## src/rtl/cipher_session_ctrl.sv

```systemverilog
// Session sequencer for the byte-wide stream cipher core: loads the key
// byte-serially, seeds the core, streams bytes through a one-entry output
// register (XOR with keystream) and forces a reseed every REKEY_INTERVAL bytes.
//
// Handshakes (cmd, in, out) all use the same rule: a transfer happens on a
// rising edge where valid & ready & ena are all high. Valid must not wait for
// ready; ready may depend on valid-independent state only (cmd_ready in
// KEYLOAD looks at cmd_op, never at cmd_valid). ena=0 blocks every transfer
// and freezes every register.
module cipher_session_ctrl #(
    parameter int KEY_BYTES      = 4,
    parameter int REKEY_INTERVAL = 256,
    parameter int CNT_W          = 16
) (
    input  logic             clk,
    input  logic             rst_n,
    input  logic             ena,
    input  logic             cmd_valid,
    input  logic [1:0]       cmd_op,
    output logic             cmd_ready,
    input  logic [7:0]       in_data,
    input  logic             in_valid,
    output logic             in_ready,
    output logic [7:0]       out_data,
    output logic             out_valid,
    input  logic             out_ready,
    output logic [7:0]       core_key_byte,
    output logic             core_key_we,
    output logic             core_seed,
    output logic             core_step,
    input  logic [7:0]       core_ks,
    input  logic             core_ks_valid,
    output logic [1:0]       mode,
    output logic             busy,
    output logic [CNT_W-1:0] byte_count,
    output logic             err,
    output logic [2:0]       state_dbg
);

    localparam logic [1:0] OP_LOAD = 2'b00;
    localparam logic [1:0] OP_ENC  = 2'b01;
    localparam logic [1:0] OP_DEC  = 2'b10;
    localparam logic [1:0] OP_STOP = 2'b11;

    localparam int             KI_W      = (KEY_BYTES > 1) ? $clog2(KEY_BYTES) : 1;
    localparam logic [KI_W-1:0] KEY_LAST = KI_W'(KEY_BYTES - 1);
    localparam bit             REKEY_EN  = (REKEY_INTERVAL != 0);
    localparam logic [CNT_W-1:0] REKEY_CNT = CNT_W'(REKEY_INTERVAL);

    typedef enum logic [2:0] {
        S_IDLE    = 3'd0,
        S_KEYLOAD = 3'd1,
        S_SEED    = 3'd2,
        S_WAIT_KS = 3'd3,
        S_STREAM  = 3'd4
    } state_t;

    state_t          state_q;
    state_t          state_d;
    logic [KI_W-1:0] key_idx;
    logic            key_loaded;
    logic            reseed;      // distinguishes a reseed from the initial key seed
    logic            rekey_due;
    logic            cmd_fire;
    logic            in_fire;

    assign rekey_due     = REKEY_EN && (byte_count == REKEY_CNT);
    assign cmd_fire      = cmd_valid & cmd_ready;
    assign in_fire       = in_valid & in_ready;
    assign core_key_byte = in_data;
    assign busy          = (state_q != S_IDLE);
    assign state_dbg     = state_q;

    // Ready generation per state; everything is gated off while ena is low.
    always_comb begin
        cmd_ready = 1'b0;
        in_ready  = 1'b0;
        if (ena) begin
            case (state_q)
                S_IDLE: begin
                    cmd_ready = 1'b1;
                end
                S_KEYLOAD: begin
                    cmd_ready = (cmd_op == OP_STOP);
                    in_ready  = 1'b1;
                end
                S_STREAM: begin
                    cmd_ready = !out_valid;
                    in_ready  = core_ks_valid & (!out_valid | out_ready) & !rekey_due;
                end
                default: begin
                    cmd_ready = 1'b0;
                    in_ready  = 1'b0;
                end
            endcase
        end
    end

    // Next-state logic and the single-cycle core strobes.
    always_comb begin
        state_d     = state_q;
        core_key_we = 1'b0;
        core_seed   = 1'b0;
        core_step   = 1'b0;
        case (state_q)
            S_IDLE: begin
                if (cmd_fire) begin
                    if (cmd_op == OP_LOAD)
                        state_d = S_KEYLOAD;
                    else if ((cmd_op == OP_ENC || cmd_op == OP_DEC) && key_loaded)
                        state_d = S_STREAM;
                end
            end
            S_KEYLOAD: begin
                core_key_we = in_fire;
                if (cmd_fire)
                    state_d = S_IDLE;
                else if (in_fire && key_idx == KEY_LAST)
                    state_d = S_SEED;
            end
            S_SEED: begin
                core_seed = ena;
                state_d   = S_WAIT_KS;
            end
            S_WAIT_KS: begin
                if (core_ks_valid)
                    state_d = reseed ? S_STREAM : S_IDLE;
            end
            S_STREAM: begin
                core_step = in_fire;
                // STOP wins over a pending reseed
                if (cmd_fire && cmd_op == OP_STOP)
                    state_d = S_IDLE;
                else if (rekey_due && !out_valid)
                    state_d = S_SEED;
            end
            default: begin
                state_d = S_IDLE;
            end
        endcase
    end

    // State register.
    always_ff @(posedge clk or negedge rst_n) begin
        if (!rst_n)
            state_q <= S_IDLE;
        else if (ena)
            state_q <= state_d;
    end

    // Session bookkeeping: key index, key_loaded, err, mode, reseed flag, byte counter.
    always_ff @(posedge clk or negedge rst_n) begin
        if (!rst_n) begin
            key_idx    <= '0;
            key_loaded <= 1'b0;
            err        <= 1'b0;
            mode       <= 2'b00;
            reseed     <= 1'b0;
            byte_count <= '0;
        end else if (ena) begin
            case (state_q)
                S_IDLE: begin
                    if (cmd_fire) begin
                        if (cmd_op == OP_LOAD) begin
                            key_idx    <= '0;
                            key_loaded <= 1'b0;
                            err        <= 1'b0;
                            reseed     <= 1'b0;
                        end else if (cmd_op == OP_ENC || cmd_op == OP_DEC) begin
                            if (key_loaded)
                                mode <= cmd_op;
                            else
                                err <= 1'b1;
                        end
                    end
                end
                S_KEYLOAD: begin
                    if (in_fire)
                        key_idx <= key_idx + KI_W'(1);
                end
                S_SEED: begin
                    byte_count <= '0;
                end
                S_WAIT_KS: begin
                    if (core_ks_valid && !reseed)
                        key_loaded <= 1'b1;
                end
                S_STREAM: begin
                    if (in_fire)
                        byte_count <= byte_count + CNT_W'(1);
                    if (state_d == S_IDLE)
                        mode <= 2'b00;
                    else if (state_d == S_SEED)
                        reseed <= 1'b1;
                end
                default: begin
                    key_idx <= key_idx;
                end
            endcase
        end
    end

    // One-entry output register: load on a stream accept, drain on out_ready.
    always_ff @(posedge clk or negedge rst_n) begin
        if (!rst_n) begin
            out_data  <= 8'h00;
            out_valid <= 1'b0;
        end else if (ena) begin
            if (in_fire && state_q == S_STREAM) begin
                out_data  <= in_data ^ core_ks;
                out_valid <= 1'b1;
            end else if (out_ready) begin
                out_valid <= 1'b0;
            end
        end
    end

endmodule

```

## config.mk

```make
export PLATFORM = sky130hd
export DESIGN_NAME = cipher_session_ctrl
export DESIGN_NICKNAME = d
export VERILOG_FILES = /design/src/rtl/cipher_session_ctrl.sv
export SDC_FILE = /design/constraint.sdc
export NUM_CORES = 1
export LEC_CHECK = 0
export ABC_AREA = 1
export CORE_ASPECT_RATIO = 0.7
export CORE_UTILIZATION = 44
export CTS_BUF_LIST = sky130_fd_sc_hd__clkbuf_8
export DETAILED_ROUTE_END_ITERATION = 10
export PLACE_DENSITY = 0.8
export SLEW_MARGIN = 0
export SYNTH_ARGS = -nofsm -noshare
export SYNTH_HDL_FRONTEND = slang
export SYNTH_SLANG_ARGS = --single-unit
```

## constraint.sdc

```tcl
create_clock -name clk -period 1.6 [get_ports clk]
set_clock_uncertainty 0.05 [all_clocks]
set_input_delay 0.32 -clock clk [delete_from_list [all_inputs] [get_ports clk]]
set_output_delay 0.32 -clock clk [all_outputs]
set_load 0.01 [all_outputs]
```

== Word-level counts from Yosys, hierarchy flattened ==
Cells that the tools add are included.
Word-level totals
  flip-flop bits (word level): 35
  input bits: 25
  output and inout bits: 45
  logic and storage cells: 108
Operators by class
  add/sub/neg operators: 2
  equal/unequal tests: 22
  mux-type cells: 41
  bitwise gates (word level): 6
  reduce and logical (&&, ||, !) cells: 28
Operator list (count)
  $pmux 16 s2: 1
  $mux 3: 9
  $ne 2x2->1 const B: 11
  $add 16x1->16 const B: 1
  $eq 16x9->1 const B: 1
  $mux 16: 1
  $mux 2: 8
  $mux 1: 15
  $pmux 3 s5: 1
  $reduce_and 5->1: 3
  $reduce_bool 2->1: 6
  $eq 3x2->1 const B: 3
  $pmux 2 s2: 2
  $xor 8x8->8: 1
  $reduce_and 7->1: 1
  $eq 2x2->1 const B: 3
  $logic_and 1x1->1: 6
  $logic_not 3->1: 2
  $pmux 1 s2: 3
  $reduce_and 6->1: 1
  $and 1x1->1: 4
  $reduce_and 2->1: 2
  $eq 3x1->1 const B: 1
  $eq 3x3->1 const B: 1
  other kinds (10): 12

== Logic depth before layout (Yosys ltp) ==
Gate-level depths: netlist of the first run.
  word-level depth: 15
  mapped depth: 14
  mapped depth without buffers: 14

== Worst setup path before layout of the first run ==
Ideal clock, no wire load.
  path kind: reg-to-output
  from: register byte_count[0]
  to: output port core_step
  data arrival time: 1603 ps
  path slack: -373 ps
  cell stages (with the launch flop): 13
  buffers on the path: 1
  cell sequence: dfrtp_1 inv_1 ha_1 inv_1 nor2_1 nand2_1 nor2_1 nand2_1 nand2_1 a21oi_2 nand3_2 buf_2 inv_1
On the way
  longest elaborated chain between the ends: 7
RTL lines
  start, declared: RTL line 35  | output logic [CNT_W-1:0] byte_count,
  start signal, assigned: RTL line 190  | byte_count <= byte_count + CNT_W'(1);
  $eq 16x9->1: RTL line 67  | assign rekey_due = REKEY_EN && (byte_count == REKEY_CNT);
  $logic_not 1->1: RTL line 89  | in_ready = core_ks_valid & (!out_valid | out_ready) & !rekey_due;
  $and 1x1->1: RTL line 89
  $pmux 1 s2: RTL line 79  | case (state_q)
  $mux 1: RTL line 78  | if (ena) begin
  via in_ready: RTL line 23  | output logic in_ready,
  $and 1x1->1: RTL line 69  | assign in_fire = in_valid & in_ready;
  $mux 1: RTL line 105  | case (state_q)
  end, declared: RTL line 30  | output logic core_step,
The timed path passes the listed nets, and every way through them passes these cells.

== Final worst setup path of the first run ==
  from: register byte_count[1]
  to: register byte_count[14]
On the way
  longest elaborated chain between the ends: 8
  elaborated cells between the ends (all ways): 11
  classes of those cells: 1 x add/sub; 2 x eq/ne; 4 x mux; 2 x bitwise; 2 x reduce/logical
RTL lines (RTL line)
  $eq 16x9->1: 67
  $logic_not 1->1: 89
  $and 1x1->1: 89
  $pmux 1 s2: 79
  $mux 1: 78
  $and 1x1->1: 69
  $ne 2x2->1 (no line)
  $reduce_and 3->1 (no line)
Parallel ways exist; a longest one is shown, timed or not. The select of a mux whose other input is x is not followed.
A chain may end at the register's enable or synchronous reset.

==> impl_metrics.ini, run 1 <==
[layout]
num-nets-final = 482
final_area_um2 = 3950
instances_no_fill = 522
n_antenna_cell = 0
utilization_pct = 82.15
syn2layout_area_growth_pct = 77.76
drive_gt1_share_pct = 35.76

[critical_path]
max_stage_delay_ns = 0.39
critPathBufInv = 4
cp_cell_sequence = inv_2 -> ha_4 -> inv_2 -> nor2_2 -> nand2_2 -> nor2_2 -> nand2_1 -> nand2_2 -> a21oi_4 -> nand3_4 -> buf_8 -> nand2_4 -> buf_12 -> nand2_1 -> o21ai_0
critPathKind = flop to flop
crit_family = simple AND/OR/NAND/NOR gates
worstReg2RegStart = byte_count[1]
reg2reg_to = byte_count[14]
end_kind = flop
regToRegSetupSlack_ns = -0.56
cp.arrival_ns = 2.27
start_kind = flop
crit_slowest_cell = dfrtp_1
r2r.worst_path.cells = 15
worstPathRequired_ns = 1.70
crit_fanout = 20

[timing]
finalSetupTns_ns = -15.27
slew_viol_final = 0
setup_viol = 41
maxSlewHeadroom_pct = 70.22
fmax_ghz = 0.4624
fin_crit_sh_pct = 135.2
setup_ws_ns = -0.5627
rsz0062_at_grt = true
whs_ns = 0.3625
finalCriticalPeriod_ns = 2.163
tightest_slew_ns = 0.4426
hold_violations = 0

[power_and_ir_drop]
ir_drop_uv = 686.8
power.density_nw_per_um2 = 1496
p_leak_nw = 1.901

[placement]
place_area_um2 = 3543
gp_congestion = 0.9396
place.detailed.hpwl_um = 5204
port_buffers = 69
dpl.cell_count = 499

[clock_tree]
h-tree-depth = 2
clkSinkCount = 35
cts_tree = built
numCtsBuffers = 5
cts-root-buf = clkbuf_8
cts_buffer_depth = 2
clk_latency_ns = 0.29
cts_hold_buf = 0
clkTransAtPathRegs_ns = 0.08

[die]
num_io_pins = 70
core_um2 = 4808
die_w_um = 86.94
num_rows = 21
fp.dieArea_um2 = 5343
die-height_um = 61.46
initial_utilization_pct = 46.21

[logic_synthesis]
yosys-top-cells-area = dfrtp_1 39%, nand2_1 9.5%, o21ai_0 7.4%
synth_seq_cells = 35
synth_nets = 331
ys_types = 28
syn_inst = 301
synth_top_area_share_pct = 39.41
syn_area_um2 = 2222
yosysWarningCount = 0
synth-async-reset-ratio_pct = 100.0
syn_avg_cell_area_um2 = 7.382
synth-edff-count = 0
synth_top_flop_cell = dfrtp_1
yosysTopAreaCell = dfrtp_1
yosysSeqAreaShare_pct = 39.41

[run]
cap_viol_max_count = 0

[route]
wl_per_cell_um = 17.22
drc = 0
via_per_inst = 5.648
finalWirelength_um = 8988
detail-route-antenna-nets = 0
drt_first_iter_violations = 462
vias = 2948
drt_pass1_iterations = 8

[grt]
grt.overflow.total = 0
grt_pass1_wl_um = 12080
grt_usage_pct = 30.12
grt_pass1_vias = 2658
grt_antenna_before_repair = 0
grt_max_degree = 36

[outcome]
status = finished, violations left
failed_checks = negative setup slack

[worst_hold_path]
hold_path_class = input port to async pin
flip-flops by register name (all words and copies together), names as in the netlist:
register    count
byte_count     16
out_data        8
state_dbg       3
key_idx         2
mode            2
err             1
key_loaded      1
out_valid       1
reseed          1
power breakdown:
part           internal (mW)  leakage, nW  switching [mW]
clock                  0.341       0.0524           0.332
sequential              1.23        0.442           0.205
combinational           1.80         1.41            2.01
total                   3.36         1.90            2.54
cells by family after synthesis:
group                    after synthesis  synth area share [%]
AND/OR/NAND/NOR                      142                 28.32
buffers and inverters                 55                 11.37
AO/OA/AOI/OAI                         46                 10.98
flip-flops                            35                 39.41
XOR/XNOR                              18                 7.095
adder cells (fa/ha/maj)                5                 2.815
cell usage after synthesis (2+ instances only):
cell type  instances
inv_1             37
nor2_2             2
nand3_1           30
ha_1               5
xor2_1            10
o22ai_1            2
o21ai_0           33
nand4_1            7
nor4_1             5
buf_2              4
nor2_1            33
buf_4              9
xnor2_1            8
inv_2              3
dfrtp_1           35
nor3_1             5
nand2_2            2
nand2_1           56
a21oi_1            6
cell usage in the layout (no fill, tap or decap), types with 10 or more instances in the layout:
master / netlist / layout
nand3_1: 30 / 21
nor2_1: 33 / 26
o21ai_1: 1 / 14
inv_1: 37 / 28
xor2_1: 10 / 10
nand2_1: 56 / 48
dlygate4sd2_1: 0 / 28
buf_4: 9 / 79
dfrtp_1: 35 / 33
buf_6: 1 / 12
clkdlybuf4s50_1: 0 / 32
o21ai_0: 33 / 16
through the flow:
step           setup slack (ns)  power (mW)
6_report                -0.5627       5.908
3_3_place_gp            -0.7760       4.604
4_1_cts                 -0.4774       5.509
2_1_floorplan           -0.2451       2.817
3_5_place_dp            -0.8077       4.709
5_1_grt                 -0.6713       6.218
metal layers:
metal / track usage, % / up-vias / part of all wire [%]
met3: 7.641 / 79 / 11
li1: - / 1283 / -
met5: 0 / - / 0
met2: 52.42 / 247 / 47
met4: 11.43 / 0 / 6.1
met1: 36.86 / 1339 / 37
cell type report:
type | instances | area, um^2
multi-input cells | 211 | 1323
repair buffers | 159 | 1406
well taps | 69 | 86.33
inverters | 40 | 165.2
clock inverters | 2 | 8.758
flip-flops and latches | 35 | 878.3
clock buffers | 6 | 82.58
fillers | 300 | 858.3
timing repair:
item | CTS | global route
pin swaps | 13 | 14
gates resized for setup | 96 | 33
endpoints found under the setup margin | 69 | 43
cloned | 0 | 1
setup buffers | 13 | 5
worst max-delay path by stage:
stage / cells past startpoint / to / startpoint / slack (ns)
after global routing: 15 / byte_count[14] / byte_count[1] / -0.67
after global placement: 8 / core_step / out_ready / -0.78
after detailed placement: 8 / core_step / out_ready / -0.81
after floorplan: 12 / core_step / byte_count[0] / -0.25
after CTS: 11 / in_ready / byte_count[1] / -0.48
final: 15 / byte_count[14] / byte_count[1] / -0.56
Power figures use the tool's default switching activity.
==> run 2: changes to the inputs <==
- CORE_UTILIZATION: 44 -> 45
- PLACE_DENSITY: 0.8 -> 0.79
- clock period: 1.6 -> 2.37 ns (I/O delays scaled with it)
==> impl_metrics.ini, run 2 (synthesis gave the netlist of run 1 again) <==
[layout]
instances_no_fill = 470
layout_common_cells = 64 x clkdlybuf4s50_1, 54 x nand2_1, 38 x buf_4
fillCellCount = 339
regMostFlops = byte_count
drive_gt1_share_pct = 20.30
n_antenna_cell = 0
final_common_cell = clkdlybuf4s50_1
syn2layout_area_growth_pct = 52.82
final_area_um2 = 3396
num-nets-final = 434
largest_register_ffs = 16

[grt]
grt_usage_pct = 27.21
grt_pass1_wl_um = 10550
grt_antenna_before_repair = 0
grt.overflow.total = 0
grt_max_degree = 36
grt_pass1_vias = 2276

[die]
fp.dieArea_um2 = 5228
num_rows = 20
die_w_um = 85.99
initial_utilization_pct = 49.06
core_um2 = 4529
die-height_um = 60.80
num_io_pins = 70

[timing]
finalCriticalPeriod_ns = 2.446
rsz0062_at_grt = true
slew_viol_final = 0
fin_crit_sh_pct = 103.2
hold_violations = 0
fmax_ghz = 0.4089
finalSetupTns_ns = -0.08342
maxSlewHeadroom_pct = 63.29
tightest_slew_ns = 0.5465
setup_viol = 2
setup_ws_ns = -0.07551

[power_and_ir_drop]
p_switching_mw = 1.403
power.density_nw_per_um2 = 1003
ir_drop_uv = 488.9
pwr-share-seq_pct = 29.7
p_int_mw = 2.003
p_leak_nw = 1.561
clock_power_share_pct = 13.0
comb_power_share_pct = 57.4
total_power_mw = 3.406
switching_share_pct = 41.19

[critical_path]
critPathKind = flop to output pin
worstReg2RegStart = byte_count[1]
regToRegSetupSlack_ns = 0.07
worstPathRequired_ns = 1.85
r2r.worst_path.cells = 17
crit_family = simple AND/OR/NAND/NOR gates
crit_slowest_cell = dfrtp_1
critPathLaunch = byte_count[1]
cp_cell_sequence = inv_2 -> ha_4 -> inv_2 -> nor2_4 -> nand2_2 -> nor2_2 -> nand2_1 -> nand2_2 -> a21oi_4 -> buf_6 -> buf_6 -> nand3_4 -> inv_2 -> buf_6
setup.worst_path.end = core_step
cp.arrival_ns = 1.92
reg2reg_to = byte_count[8]
end_kind = output pin
start_kind = flop
critPathBufInv = 6
crit_fanout = 2
max_stage_delay_ns = 0.40
crit_cells = 14

[placement]
dpl.cell_count = 449
gp_congestion = 0.9421
place_area_um2 = 3115
place.detailed.hpwl_um = 4778
port_buffers = 69

[route]
vias = 2432
drt_pass1_iterations = 5
via_per_inst = 5.174
finalWirelength_um = 6608
drc = 0
detail-route-antenna-nets = 0
wl_per_cell_um = 14.06
drt_first_iter_violations = 269

[clock_tree]
cts-root-buf = clkbuf_8
cts_buffer_depth = 2
clkTransAtPathRegs_ns = 0.07
h-tree-depth = 2
numCtsBuffers = 5
cts_hold_buf = 0
clk_latency_ns = 0.29
cts_tree = built
clkSinkCount = 35

[outcome]
failed_checks = negative setup slack
status = finished, violations left

[run]
cap_viol_max_count = 0

[worst_hold_path]
hold_path_class = flop to flop
## run 2: per-stage QoR
step | utilization (%) | hold slack, ns | setup WS [ns]
2_1_floorplan | - | 0.1284 | 0.2428
4_1_cts | 73.12 | 0.4503 | -0.1202
6_report | 74.97 | 0.4432 | -0.07551
3_5_place_dp | 68.78 | 0.4218 | -0.3437
5_1_grt | 74.97 | 0.4737 | -0.1507
3_3_place_gp | 68.78 | 0.4149 | -0.2870
## run 2: area by class of cell
type	instances	area, um^2	area share (%)
multi-input cells	211	1177	34.67
repair buffers	111	1021	30.07
flip-flops and latches	35	877.1	25.83
inverters	40	150.1	4.422
clock buffers	6	82.58	2.432
well taps	66	82.58	2.432
clock inverters	1	5.005	0.1474
## run 2: per-layer routing
| metal | vias to the layer above | track usage [%] | part of all wire (%) |
|---|---|---|---|
| met5 | - | 0 | 0 |
| met4 | 0 | 9.048 | 0.98 |
| met3 | 6 | 7.347 | 9.5 |
| met2 | 142 | 42.86 | 43 |
| met1 | 1102 | 36.94 | 47 |
| li1 | 1182 | - | - |
## run 2: tightest hold or removal path, cell delays in order, from the launching register on
cell     delay (ns)
dfrtp_1        0.35
nand2_1        0.06
nand2_1        0.06
## run 2: power groups by stage
stage	Clock (mW)	Combinational [mW]	Sequential (mW)
after global placement	0	1.74	0.996
final	0.442	1.95	1.01
after CTS	0.450	1.84	1.00
after floorplan	0	0.687	1.14
after detailed placement	0	1.78	1.00
after global routing	0.470	2.12	1.04
## run 2: how the worst min path moves through the flow
stage	start	end	slack, ns	cells after the start
2_1_floorplan	rst_n	byte_count[0]	0.13	0
6_report	key_idx[1]	key_idx[1]	0.44	2
4_1_cts	key_idx[1]	key_idx[1]	0.45	2
3_5_place_dp	out_data[5]	out_data[5]	0.42	2
5_1_grt	out_data[5]	out_data[5]	0.47	2
3_3_place_gp	out_data[3]	out_data[3]	0.41	2
## run 2: timing repair
action,in CTS,in global routing
gates resized for setup,15,31
pin swaps,2,10
setup endpoints to repair,5,23
cloned,0,0
setup buffers,14,2
==> run 3: changes to the inputs <==
- CELL_PAD_IN_SITES_DETAIL_PLACEMENT: default -> 0
- CELL_PAD_IN_SITES_GLOBAL_PLACEMENT: default -> 1
- CORE_UTILIZATION: 45 -> 31
- PLACE_DENSITY: 0.79 -> 0.8
- clock period: 2.37 -> 1.99 ns (I/O delays scaled with it)
==> impl_metrics.ini, run 3 (synthesis gave the netlist of run 1 again) <==
[power_and_ir_drop]
p_leak_nw = 1.817
ir_drop_uv = 460.9
power.density_nw_per_um2 = 1135

[placement]
port_buffers = 69
dpl.cell_count = 500
pre_cts_slack_ns = -0.5445
gp_congestion = 0.8899
place_area_um2 = 3326
place.detailed.hpwl_um = 4914

[layout]
instances_no_fill = 522
num-nets-final = 459
final_common_cell = clkdlybuf4s50_1
layout_common_cells = 60 x clkdlybuf4s50_1, 55 x buf_4, 37 x nand2_1
fillCellCount = 611
regMostFlops = byte_count
syn2layout_area_growth_pct = 75.17
seq_area_um2 = 877.1
multi_input_area_um2 = 1353
n_antenna_cell = 0
largest_register_ffs = 16
final_area_um2 = 3892
drive_gt1_share_pct = 33.41

[die]
num_rows = 25
core_um2 = 6850
die-height_um = 72.84
initial_utilization_pct = 32.44
fp.dieArea_um2 = 7516
num_io_pins = 70
die_w_um = 103.2

[route]
drt_first_iter_violations = 145
detail-route-antenna-nets = 0
via_per_inst = 4.847
wl_per_cell_um = 13.74
finalWirelength_um = 7171
vias = 2530
drt_pass1_iterations = 5
drc = 0

[clock_tree]
clk_latency_ns = 0.28
clkSinkCount = 35
cts_buffer_depth = 2
h-tree-depth = 2
cts_tree = built
cts-root-buf = clkbuf_8
numCtsBuffers = 5
clkTransAtPathRegs_ns = 0.07

[grt]
grt_usage_pct = 19.47
grt.overflow.total = 0
grt_max_degree = 36
grt_pass1_wl_um = 11140
grt_antenna_before_repair = 0
grt_pass1_vias = 2329

[critical_path]
critPathKind = flop to output pin
r2r.worst_path.cells = 17
critPathLaunch = byte_count[1]
regToRegSetupSlack_ns = -0.13
start_kind = flop
setup.worst_path.end = core_step
worstPathRequired_ns = 1.54
end_kind = output pin
crit_fanout = 3
cp.arrival_ns = 1.75
reg2reg_to = byte_count[2]
worstReg2RegStart = byte_count[0]

[outcome]
status = finished, violations left
failed_checks = negative setup slack

[timing]
setup_viol = 19
tightest_slew_ns = 0.5164
fin_crit_sh_pct = 110.3
hold_violations = 0
maxSlewHeadroom_pct = 65.25
finalCriticalPeriod_ns = 2.194
whs_ns = 0.1022
setup_ws_ns = -0.2040
rsz0062_at_grt = true
slew_viol_final = 0
fmax_ghz = 0.4558

[worst_hold_path]
hold_path_class = input port to async pin

[run]
cap_viol_max_count = 0
[run 3: critical path, stage by stage (launching register included)]
cell and delay, ns:
dfrtp_1 0.39, inv_2 0.08, ha_4 0.13, inv_2 0.03, nor2_2 0.08, nand2_2 0.08
nor2_4 0.11, nand2_2 0.08, nand2_4 0.08, a21oi_4 0.06, buf_6 0.12, nand3_4 0.08
inv_2 0.04, buf_6 0.11
[run 3: area by class of cell]
class / count / share of cell area (%)
Tap cell: 94 / 3.022
Inverter: 40 / 3.857
Sequential cell: 35 / 22.53
Clock buffer: 5 / 1.768
Multi-Input combinational cell: 211 / 34.75
Timing Repair Buffer: 136 / 33.98
Clock inverter: 1 / 0.09643
[run 3: routing by layer]
layer,routed length (um),global-route usage [%],part of all wire [%]
met5,0,0,0
met1,3472,29.40,48
met3,575,5.268,8.0
met2,3100,27.93,43
met4,23,3.130,0.32
[run 3: report_power, final]
group          switching [mW]  internal (mW)  total (mW)
clock                   0.238          0.228       0.466
sequential              0.179          0.987        1.17
combinational            1.39           1.40        2.78
total                    1.80           2.61        4.42
[run 3: how the worst min path moves through the flow]
stage	depth (start not counted)	slack (ns)	endpoint
after global routing	2	0.14	byte_count[5]
after floorplan	0	0.05	byte_count[0]
after global placement	2	0.41	out_data[7]
after CTS	2	0.12	byte_count[5]
final	2	0.10	byte_count[5]
after detailed placement	2	0.41	byte_count[5]
[run 3: per-stage QoR]
stage	TNS, ns	power [mW]	utilization (%)
final	-1.803	4.417	56.82
after global routing	-4.396	4.725	56.82
after CTS	-4.728	4.100	52.77
after detailed placement	-8.320	3.526	48.55
after global placement	-7.679	3.505	48.55
after floorplan	0	2.180	-
[run 3: timing repair]
action                                  CTS  global route
hold buffers                              0             0
buffers inserted                          4             7
pin swaps                                 8            10
gates cloned                              4             1
endpoints found under the setup margin   24            35
gates resized for setup                  48            87
